$ cat src/rtl/riscv_pipe_scoreboard_pkg.sv
// Shared encodings for the pipeline hazard scoreboard: operand forward
// selects and the multi-cycle unit tracking FSM states.
package riscv_pipe_scoreboard_pkg;

  // Operand forward mux selects
  localparam logic [1:0] FWD_RF = 2'b00;
  localparam logic [1:0] FWD_W  = 2'b01;
  localparam logic [1:0] FWD_M  = 2'b10;

  // Multi-cycle unit tracking states
  typedef logic [0:0] sb_state_t;
  localparam sb_state_t SB_IDLE = 1'b0;
  localparam sb_state_t SB_BUSY = 1'b1;

endpackage

$ cat src/rtl/riscv_pipe_scoreboard_fwd_sel.sv
// Per-operand E-stage forward select. M beats W because it holds the younger
// write to the same register; x0 never forwards.
module riscv_sb_fwd_sel
  import riscv_pipe_scoreboard_pkg::*;
#(
  parameter int REG_AW = 5,
  parameter int FWD_EN = 1
) (
  input  logic [REG_AW-1:0] rs_addr_i,
  input  logic [REG_AW-1:0] rd_addr_m_i,
  input  logic [REG_AW-1:0] rd_addr_w_i,
  input  logic              reg_wr_en_m_i,
  input  logic              reg_wr_en_w_i,
  output logic [1:0]        fwd_sel_o
);

  // Priority select of the youngest in-flight producer
  always_comb begin
    fwd_sel_o = FWD_RF;
    if ((FWD_EN != 0) && (rs_addr_i != '0)) begin
      if (reg_wr_en_m_i && (rd_addr_m_i == rs_addr_i)) begin
        fwd_sel_o = FWD_M;
      end else if (reg_wr_en_w_i && (rd_addr_w_i == rs_addr_i)) begin
        fwd_sel_o = FWD_W;
      end
    end
  end

endmodule

$ cat src/rtl/riscv_pipe_scoreboard.sv
// Hazard controller for the 5-stage RV32 pipeline: load-use and RAW/WAW
// stalls, operand forwarding, tracking of one outstanding multi-cycle
// (MUL/DIV) operation and a saturating stall-cycle counter.
module riscv_pipe_scoreboard
  import riscv_pipe_scoreboard_pkg::*;
#(
  parameter int N_REG  = 32,
  parameter int REG_AW = 5,
  parameter int FWD_EN = 1,
  parameter int CNT_W  = 16
) (
  input  logic              i_clk,
  input  logic              i_rst,
  input  logic              i_sb_valid_d,
  input  logic [REG_AW-1:0] i_sb_rs1_addr_d,
  input  logic [REG_AW-1:0] i_sb_rs2_addr_d,
  input  logic              i_sb_rs1_used_d,
  input  logic              i_sb_rs2_used_d,
  input  logic [REG_AW-1:0] i_sb_rd_addr_d,
  input  logic              i_sb_reg_wr_en_d,
  input  logic              i_sb_mc_d,
  input  logic              i_sb_valid_e,
  input  logic [REG_AW-1:0] i_sb_rs1_addr_e,
  input  logic [REG_AW-1:0] i_sb_rs2_addr_e,
  input  logic [REG_AW-1:0] i_sb_rd_addr_e,
  input  logic              i_sb_reg_wr_en_e,
  input  logic              i_sb_load_e,
  input  logic              i_sb_mc_e,
  input  logic              i_sb_redirect_e,
  input  logic [REG_AW-1:0] i_sb_rd_addr_m,
  input  logic [REG_AW-1:0] i_sb_rd_addr_w,
  input  logic              i_sb_reg_wr_en_m,
  input  logic              i_sb_reg_wr_en_w,
  input  logic              i_sb_mc_done,
  input  logic              i_sb_cnt_clr,
  output logic              o_sb_stall_f,
  output logic              o_sb_stall_d,
  output logic              o_sb_flush_d,
  output logic              o_sb_flush_e,
  output logic [1:0]        o_sb_forward_ae,
  output logic [1:0]        o_sb_forward_be,
  output logic              o_sb_mc_start,
  output logic              o_sb_mc_busy,
  output logic [N_REG-1:0]  o_sb_pending,
  output logic [CNT_W-1:0]  o_sb_stall_cnt
);

  localparam logic [CNT_W-1:0] CNT_MAX = '1;

  sb_state_t         state_q, state_d;
  logic [N_REG-1:0]  pending_q, pending_d;
  logic [REG_AW-1:0] mc_rd_q, mc_rd_d;
  logic [CNT_W-1:0]  cnt_q, cnt_d;

  logic busy;
  logic load_use, raw_nofwd, raw_pend, waw_pend, struct_mc;
  logic stall_d;

  // Register address match that never fires on x0
  function automatic logic reg_hit(input logic [REG_AW-1:0] a,
                                   input logic [REG_AW-1:0] b);
    return (a == b) && (a != '0);
  endfunction

  // Counter increment that sticks at all-ones
  function automatic logic [CNT_W-1:0] sat_inc(input logic [CNT_W-1:0] v);
    return (v == CNT_MAX) ? v : v + 1'b1;
  endfunction

  riscv_sb_fwd_sel #(.REG_AW(REG_AW), .FWD_EN(FWD_EN)) u_fwd_a (
    .rs_addr_i     (i_sb_rs1_addr_e),
    .rd_addr_m_i   (i_sb_rd_addr_m),
    .rd_addr_w_i   (i_sb_rd_addr_w),
    .reg_wr_en_m_i (i_sb_reg_wr_en_m),
    .reg_wr_en_w_i (i_sb_reg_wr_en_w),
    .fwd_sel_o     (o_sb_forward_ae)
  );

  riscv_sb_fwd_sel #(.REG_AW(REG_AW), .FWD_EN(FWD_EN)) u_fwd_b (
    .rs_addr_i     (i_sb_rs2_addr_e),
    .rd_addr_m_i   (i_sb_rd_addr_m),
    .rd_addr_w_i   (i_sb_rd_addr_w),
    .reg_wr_en_m_i (i_sb_reg_wr_en_m),
    .reg_wr_en_w_i (i_sb_reg_wr_en_w),
    .fwd_sel_o     (o_sb_forward_be)
  );

  assign busy          = (state_q == SB_BUSY);
  assign o_sb_mc_busy  = busy;
  assign o_sb_mc_start = (state_q == SB_IDLE) & i_sb_valid_e & i_sb_mc_e;

  // D-stage hazard detection; every term is qualified by a valid D slot
  always_comb begin
    load_use  = i_sb_valid_e & i_sb_load_e &
                ((i_sb_rs1_used_d & reg_hit(i_sb_rs1_addr_d, i_sb_rd_addr_e)) |
                 (i_sb_rs2_used_d & reg_hit(i_sb_rs2_addr_d, i_sb_rd_addr_e)));
    raw_nofwd = (FWD_EN == 0) &
                ((i_sb_valid_e & i_sb_reg_wr_en_e &
                  ((i_sb_rs1_used_d & reg_hit(i_sb_rs1_addr_d, i_sb_rd_addr_e)) |
                   (i_sb_rs2_used_d & reg_hit(i_sb_rs2_addr_d, i_sb_rd_addr_e)))) |
                 (i_sb_reg_wr_en_m &
                  ((i_sb_rs1_used_d & reg_hit(i_sb_rs1_addr_d, i_sb_rd_addr_m)) |
                   (i_sb_rs2_used_d & reg_hit(i_sb_rs2_addr_d, i_sb_rd_addr_m)))));
    raw_pend  = (i_sb_rs1_used_d & pending_q[i_sb_rs1_addr_d]) |
                (i_sb_rs2_used_d & pending_q[i_sb_rs2_addr_d]);
    waw_pend  = i_sb_reg_wr_en_d & pending_q[i_sb_rd_addr_d];
    struct_mc = i_sb_mc_d & (busy | o_sb_mc_start);
    stall_d   = i_sb_valid_d &
                (load_use | raw_nofwd | raw_pend | waw_pend | struct_mc);
  end

  // A redirect discards the D instruction, so it overrides the hold
  assign o_sb_stall_f = stall_d & ~i_sb_redirect_e;
  assign o_sb_stall_d = stall_d & ~i_sb_redirect_e;
  assign o_sb_flush_d = i_sb_redirect_e;
  assign o_sb_flush_e = i_sb_redirect_e | stall_d;

  // Next state for the multi-cycle FSM, pending vector and stall counter
  always_comb begin
    state_d   = state_q;
    pending_d = pending_q;
    mc_rd_d   = mc_rd_q;
    if (busy && i_sb_mc_done) begin
      state_d            = SB_IDLE;
      pending_d[mc_rd_q] = 1'b0;
    end
    if (o_sb_mc_start) begin
      state_d = SB_BUSY;
      // A non-writing op records x0 so its completion clears nothing
      mc_rd_d = i_sb_reg_wr_en_e ? i_sb_rd_addr_e : '0;
      if (i_sb_reg_wr_en_e && (i_sb_rd_addr_e != '0)) begin
        pending_d[i_sb_rd_addr_e] = 1'b1;
      end
    end
    cnt_d = cnt_q;
    if (i_sb_cnt_clr) begin
      cnt_d = '0;
    end else if (o_sb_stall_d) begin
      cnt_d = sat_inc(cnt_q);
    end
  end

  // State registers with synchronous reset
  always_ff @(posedge i_clk) begin
    if (i_rst) begin
      state_q   <= SB_IDLE;
      pending_q <= '0;
      mc_rd_q   <= '0;
      cnt_q     <= '0;
    end else begin
      state_q   <= state_d;
      pending_q <= pending_d;
      mc_rd_q   <= mc_rd_d;
      cnt_q     <= cnt_d;
    end
  end

  assign o_sb_pending   = pending_q;
  assign o_sb_stall_cnt = cnt_q;

endmodule

$ cat config.mk
export PLATFORM = sky130hd
export DESIGN_NAME = riscv_pipe_scoreboard
export DESIGN_NICKNAME = d
export VERILOG_FILES = /design/src/rtl/riscv_pipe_scoreboard_pkg.sv /design/src/rtl/riscv_pipe_scoreboard_fwd_sel.sv /design/src/rtl/riscv_pipe_scoreboard.sv
export SDC_FILE = /design/constraint.sdc
export NUM_CORES = 1
export LEC_CHECK = 0
export CAP_MARGIN = 20
export CORE_ASPECT_RATIO = 1.75
export CORE_MARGIN = 3
export CORE_UTILIZATION = 51
export DETAILED_ROUTE_END_ITERATION = 10
export MAX_ROUTING_LAYER = met4
export PLACE_DENSITY = 0.86
export SYNTH_ARGS = -nofsm -noshare
export SYNTH_HDL_FRONTEND = slang
export SYNTH_HIERARCHICAL = 1
export SYNTH_SLANG_ARGS = --single-unit
$ cat constraint.sdc
create_clock -name i_clk -period 10.48 [get_ports i_clk]
set_clock_uncertainty 0.15 [all_clocks]
set_input_delay 2.096 -clock i_clk [delete_from_list [all_inputs] [get_ports i_clk]]
set_output_delay 2.096 -clock i_clk [all_outputs]
set_load 0.02 [all_outputs]
# After elaboration in Yosys (flattened, before gate mapping)
# Cells that the tools add are included.
# word_totals
reg_bits	54
elab_cells	84
# classes
add_sub_neg	1
n_lt_le_gt_ge	7
n_eq_ne	7
n_mux	22
n_bitwise	25
reduce_logical	18
# ops
op	n
$mux 32	3
$and 32x32->32	1
$not 32->32	1
$or 32x32->32	1
$eq 5x5->1	6
$lt 5x6->1 const B	5
$reduce_bool 5->1	5
$add 16x1->16 const B	1
$eq 16x16->1 const B	1
$bmux 1 s5	3
$and 1x1->1	12
$demux 1 s5	2
$ge 5x1->1 const B	2
$logic_and 1x1->1	10
$mux 1	9
$mux 2	4
$or 1x1->1	7
$mux 5	1
$not 1->1	3
$reduce_and 2->1	1
$reduce_bool 2->1	1
$reduce_or 2->1	1

# Logic depth before layout (Yosys ltp)
# depth
depth_word	11
ltp_mapped	9
mapped_depth_nobuf	8

# By module
# Netlist, hierarchy kept.
# by_module_without_submodules
module	n_inst	cells_per_inst	area_each_um2
riscv_pipe_scoreboard	1	408	3413.3
riscv_sb_fwd_sel	2	18	132.6

# Worst setup path after synthesis
# Ideal clock, no wire load.
# synth_path
path_type	input port to output port
startpoint	input port i_sb_rs2_addr_d[0]
endpoint	output port o_sb_stall_f
t_arrival_ns	4.356
setup_slack_ns	3.878
stages	9
n_path_buf	3
cell_sequence	buf_2 > mux4_2 > mux2_2 > o221a_1 > a222oi_1 > a21boi_1 > clkbuf_1 > nor2b_1 > buf_4
# synth_via
elab_chain_cells	10
elab_cells_between_ends	15
classes_between	eq/ne (1); mux (2); bitwise (10); reduce/logical (2)
# synth_lines
item	line_no	source
start, declared	riscv_pipe_scoreboard.sv:16	input logic [REG_AW-1:0] i_sb_rs2_addr_d,
parallel branches: the longest is 5 deep, another holds $bmux 1 s5	-	
$or 1x1->1 * (3 in series)	riscv_pipe_scoreboard.sv:109	(load_use | raw_nofwd | raw_pend | waw_pend | struct_mc);
$and 1x1->1 *	riscv_pipe_scoreboard.sv:108	stall_d = i_sb_valid_d &
$and 1x1->1 *	-	
end, declared	riscv_pipe_scoreboard.sv:36	output logic o_sb_stall_f,
# Mark *: on every way between the ends. The select of a mux whose other input is x is not followed.

# Final worst setup path
# layout_path
startpoint	input port i_sb_rs2_addr_d[1]
endpoint	output port o_sb_flush_e
# layout_via
elab_chain_cells	10
elab_cells_between_ends	15
classes_between	eq/ne (1); mux (2); bitwise (10); reduce/logical (2)
# layout_lines
item	line_no	source
parallel branches: the longest is 5 deep, another holds $bmux 1 s5	-	
$or 1x1->1 * (3 in series)	riscv_pipe_scoreboard.sv:109	
$and 1x1->1 *	riscv_pipe_scoreboard.sv:108	
$or 1x1->1 *	riscv_pipe_scoreboard.sv:116	assign o_sb_flush_e = i_sb_redirect_e | stall_d;
end, declared	riscv_pipe_scoreboard.sv:39	output logic o_sb_flush_e,
# Marked as above.

==> summary.txt <==
RUN STATUS
-----------------------------------------------------------------------------------------
Status                                                                       complete, no violations

GLOBAL ROUTE
-----------------------------------------------------------------------------------------
Overall routing resource usage                                                      0.301
First-pass GRT wire length                                                        19.4 mm
Vias in the first global route                                                       4001
Initial antenna violation count                                                         0
Largest net degree at the start of global routing                                      45
Global route overflow                                                                   0

PWR
-----------------------------------------------------------------------------------------
Net switching power figure                                                       0.120 mW
Peak supply drop                                                                 0.134 mV
Power Internal                                                                   0.367 mW
Pwr/cell area                                                                98.0 nW/um^2
Sequential cell fraction of total power                                             0.429
Part of the total power dissipated in combinational logic                           0.179
Clock network fraction of total power                                               0.393
Net Sw Frac                                                                         0.246
LEAKAGE                                                                           1.74 nW

YOSYS
-----------------------------------------------------------------------------------------
Proportion of register bits with asynchronous set or reset after synthesis              0
Largest cells by area after synthesis                                        sky130_fd_sc_hd__dfxtp_1 29%, sky130_fd_sc_hd__mux4_2 13%, sky130_fd_sc_hd__nand2_1 6.9%, sky130_fd_sc_hd__a21oi_1 6.1%, sky130_fd_sc_hd__xnor2_1 5.2%
EDFF count, synth                                                                       0
Cell count after synthesis                                                            444
Dominant cell by count in the synthesized netlist                            sky130_fd_sc_hd__nand2_1
Total number of yosys warnings                                                          6
Area fraction of the dominant cell type after synthesis                             0.294
Most used DFF post-synth                                                     sky130_fd_sc_hd__dfxtp_1
Net count after synthesis                                                             501
Flip-flop and latch count after synthesis                                              54
Cell type contributing the most total cell area after synthesis              sky130_fd_sc_hd__dfxtp_1
Synthesized area                                                                3680 um^2
Mean Syn Cell Area                                                              8.28 um^2
Most numerous cell types in the synthesized netlist                          68 x sky130_fd_sc_hd__nand2_1, 54 x sky130_fd_sc_hd__dfxtp_1, 45 x sky130_fd_sc_hd__a21oi_1
Count of cell types in the netlist                                                     50
Part of the Yosys area used for sequential elements                                 0.294

CELLS AND AREA
-----------------------------------------------------------------------------------------
Number of nets at the end of the flow                                                 592
Antenna diodes                                                                          0
Fraction of final layout cells sized beyond drive strength 1                       0.0860
Multi-input combinational cell area                                             2420 um^2
Util after Layout                                                                   0.714
FF/Latch Area                                                                   1080 um^2
Fill cell count                                                                       538
Area delta synth->final                                                             35.0%

FLOORPLAN
-----------------------------------------------------------------------------------------
Floorplan core area                                                             6960 um^2
Number of placement rows                                                               40
Boundary pin count                                                                    114
Y dimension of the die                                                             118 um
Die area                                                                        8310 um^2
Initial core utilization                                                            0.529
Die Wd                                                                            70.2 um

CTS
-----------------------------------------------------------------------------------------
CTS buffer count                                                                        5
Clock tree root driver cell                                                  sky130_fd_sc_hd__clkbuf_16
Post-CTS setup-driven buffer insertion count                                            0
Clock-pin slew of the registers on the worst-case setup and hold paths            0.07 ns
Hold-fix buffer count after cts                                                         0
Maximum level of the CTS H-tree                                                         2
Clk buf depth                                                                           2
Insertion delay of the later-clocked pin in the worst-skew pair                   0.29 ns
Number of gates resized after cts                                                       0
Clk sinks                                                                              54
Clock tree from TritonCTS                                                           built

TIMING
-----------------------------------------------------------------------------------------
Setup Viol. Count Final                                                                 0
Worst slew pin tran                                                               1.07 ns
Max Slew Vio Count                                                                      0
Sum Neg Setup Slack                                                                  0 ns
Hold Fails Final Rpt                                                                    0
Final Critical Period                                                             7.69 ns
Setup repair after global routing missed its margin                                    no
Timing-limited maximum frequency                                                0.130 GHz
Share of the clock period used by the worst path                                    0.734
Max-Slew Margin vs Limit                                                            0.278

SETUP PATH
-----------------------------------------------------------------------------------------
Family with the most delay on the worst path                                 buffers and inverters
Max stage delay on crit path                                                      0.80 ns
Cell repeated most along the worst path                                      sky130_fd_sc_hd__clkdlybuf4s50_1
Master of the slowest instance on the critical path                          sky130_fd_sc_hd__clkdlybuf4s50_1
Critical Path End Type                                                        output port
CP Data Required Time                                                             8.23 ns
Cell breakdown of the critical path                                          clkdlybuf4s50_1, mux4_2, mux2_2, o221a_1, a222oi_1, a21boi_1, buf_4, or2_1, clkdlybuf4s50_1
Largest fanout of any net on the critical path                                         20
WP data arrival                                                                   5.44 ns
CP Buf/Inv Count                                                                        3
Classification of the worst setup path                                             in2out
Critical path launch point type                                              primary input

PLACE
-----------------------------------------------------------------------------------------
Final Wtd Congestion                                                                0.984
Buffers on Ports                                                                      113
Final HPWL from detailed placement                                                9.26 mm

ROUTE
-----------------------------------------------------------------------------------------
Routed via count                                                                     3920
Final antenna-violating net count                                                       0
Number of optimization iterations in the first detailed-route pass                      5
Post-DR wirelength/cell                                                           19.6 um
Via-to-Cell Ratio                                                                    6.33
Remaining DRCs                                                                          0
Number of violations reported at the end of detailed-routing iteration 0              209
Total length of routed wires                                                      12.1 mm

RUN
-----------------------------------------------------------------------------------------
Max-capacitance violation count                                                         0

MIN PATH
-----------------------------------------------------------------------------------------
Worst min path class                                                              reg2reg

[final cells by class]
class / instances / area share
multi-input cells: 347 / 0.487
repair buffers: 115 / 0.231
flip-flops and latches: 54 / 0.218
clock buffers: 6 / 0.0280
inverters: 12 / 0.00907
well taps: 84 / 0.0212
clock inverters: 1 / 0.00605
[logic make-up (layout without fill, tap and decap cells)]
family / Yosys count / after routing / synth area share
buffers and inverters: 43 / 134 / 0.0483
AND/OR/NAND/NOR: 168 / 168 / 0.224
flip-flops: 54 / 54 / 0.294
multiplexers: 42 / 42 / 0.189
AO/OA/AOI/OAI: 106 / 106 / 0.170
XOR/XNOR: 30 / 30 / 0.0714
adder cells (fa/ha/maj): 1 / 1 / 0.00340
[sequential cells by signal (all words and copies together) (netlist names)]
name,flops
o_sb_pending,32
o_sb_mc_busy,1
mc_rd_q,5
o_sb_stall_cnt,16
[stage by stage]
stage	area, um^2	worst slack, ns	total power, mW	cells	hold WS (ns)
finish	4970	2.79	0.486	619	0.340
global route	4970	2.64	0.502	619	0.368
CTS	4970	2.80	0.487	619	0.346
detailed placement	4800	2.82	0.298	612	0.335
global placement	4800	2.85	0.296	612	0.319
floorplan	3680	3.88	0.260	444	0.317
[metal layers]
layer | part of all wire | wire length [um] | vias to the layer above | track usage
met1 | 0.35 | 4240 | 1814 | 0.311
met4 | 0.049 | 599 | 0 | 0.168
li1 | - | - | 1799 | -
met5 | 0 | 0 | - | -
met2 | 0.52 | 6320 | 255 | 0.537
met3 | 0.080 | 973 | 52 | 0.0434
[power groups by stage]
stage,clock network [mW],registers (mW),logic [mW]
4_1_cts,0.193,0.209,0.0859
2_1_floorplan,0,0.213,0.0471
5_1_grt,0.201,0.209,0.0928
6_report,0.191,0.209,0.0869
3_5_place_dp,0,0.213,0.0852
3_3_place_gp,0,0.213,0.0832
[worst paths after layout]
check                       endpoint  slack, ns  cells after the start          startpoint
hold reg to reg   o_sb_stall_cnt[14]       0.34                      2  o_sb_stall_cnt[14]
setup reg to reg  o_sb_stall_cnt[11]       7.80                      8   o_sb_stall_cnt[0]
setup / recovery        o_sb_flush_e       2.79                      9  i_sb_rs2_addr_d[1]
hold / removal    o_sb_stall_cnt[14]       0.34                      2  o_sb_stall_cnt[14]
[worst min-delay path, delay by kind of cell (launching register included)]
kind | cells | cell delay, ns
mux | 1 | 0.05
simple gates | 1 | 0.06
flops | 1 | 0.33
[cell usage in the layout, fill, tap and decap left out, types with 12 or more instances in the layout]
cell                              Yosys  layout
sky130_fd_sc_hd__a21oi_1             45      45
sky130_fd_sc_hd__clkdlybuf4s50_1      0     113
sky130_fd_sc_hd__dfxtp_1             54      54
sky130_fd_sc_hd__mux2i_1             12      12
sky130_fd_sc_hd__mux4_2              21      21
sky130_fd_sc_hd__nand2_1             68      68
sky130_fd_sc_hd__nand3_1             14      14
sky130_fd_sc_hd__nor2_1              25      25
sky130_fd_sc_hd__o21ai_0             33      33
sky130_fd_sc_hd__xnor2_1             22      22
(Power assumes the default switching activity.)
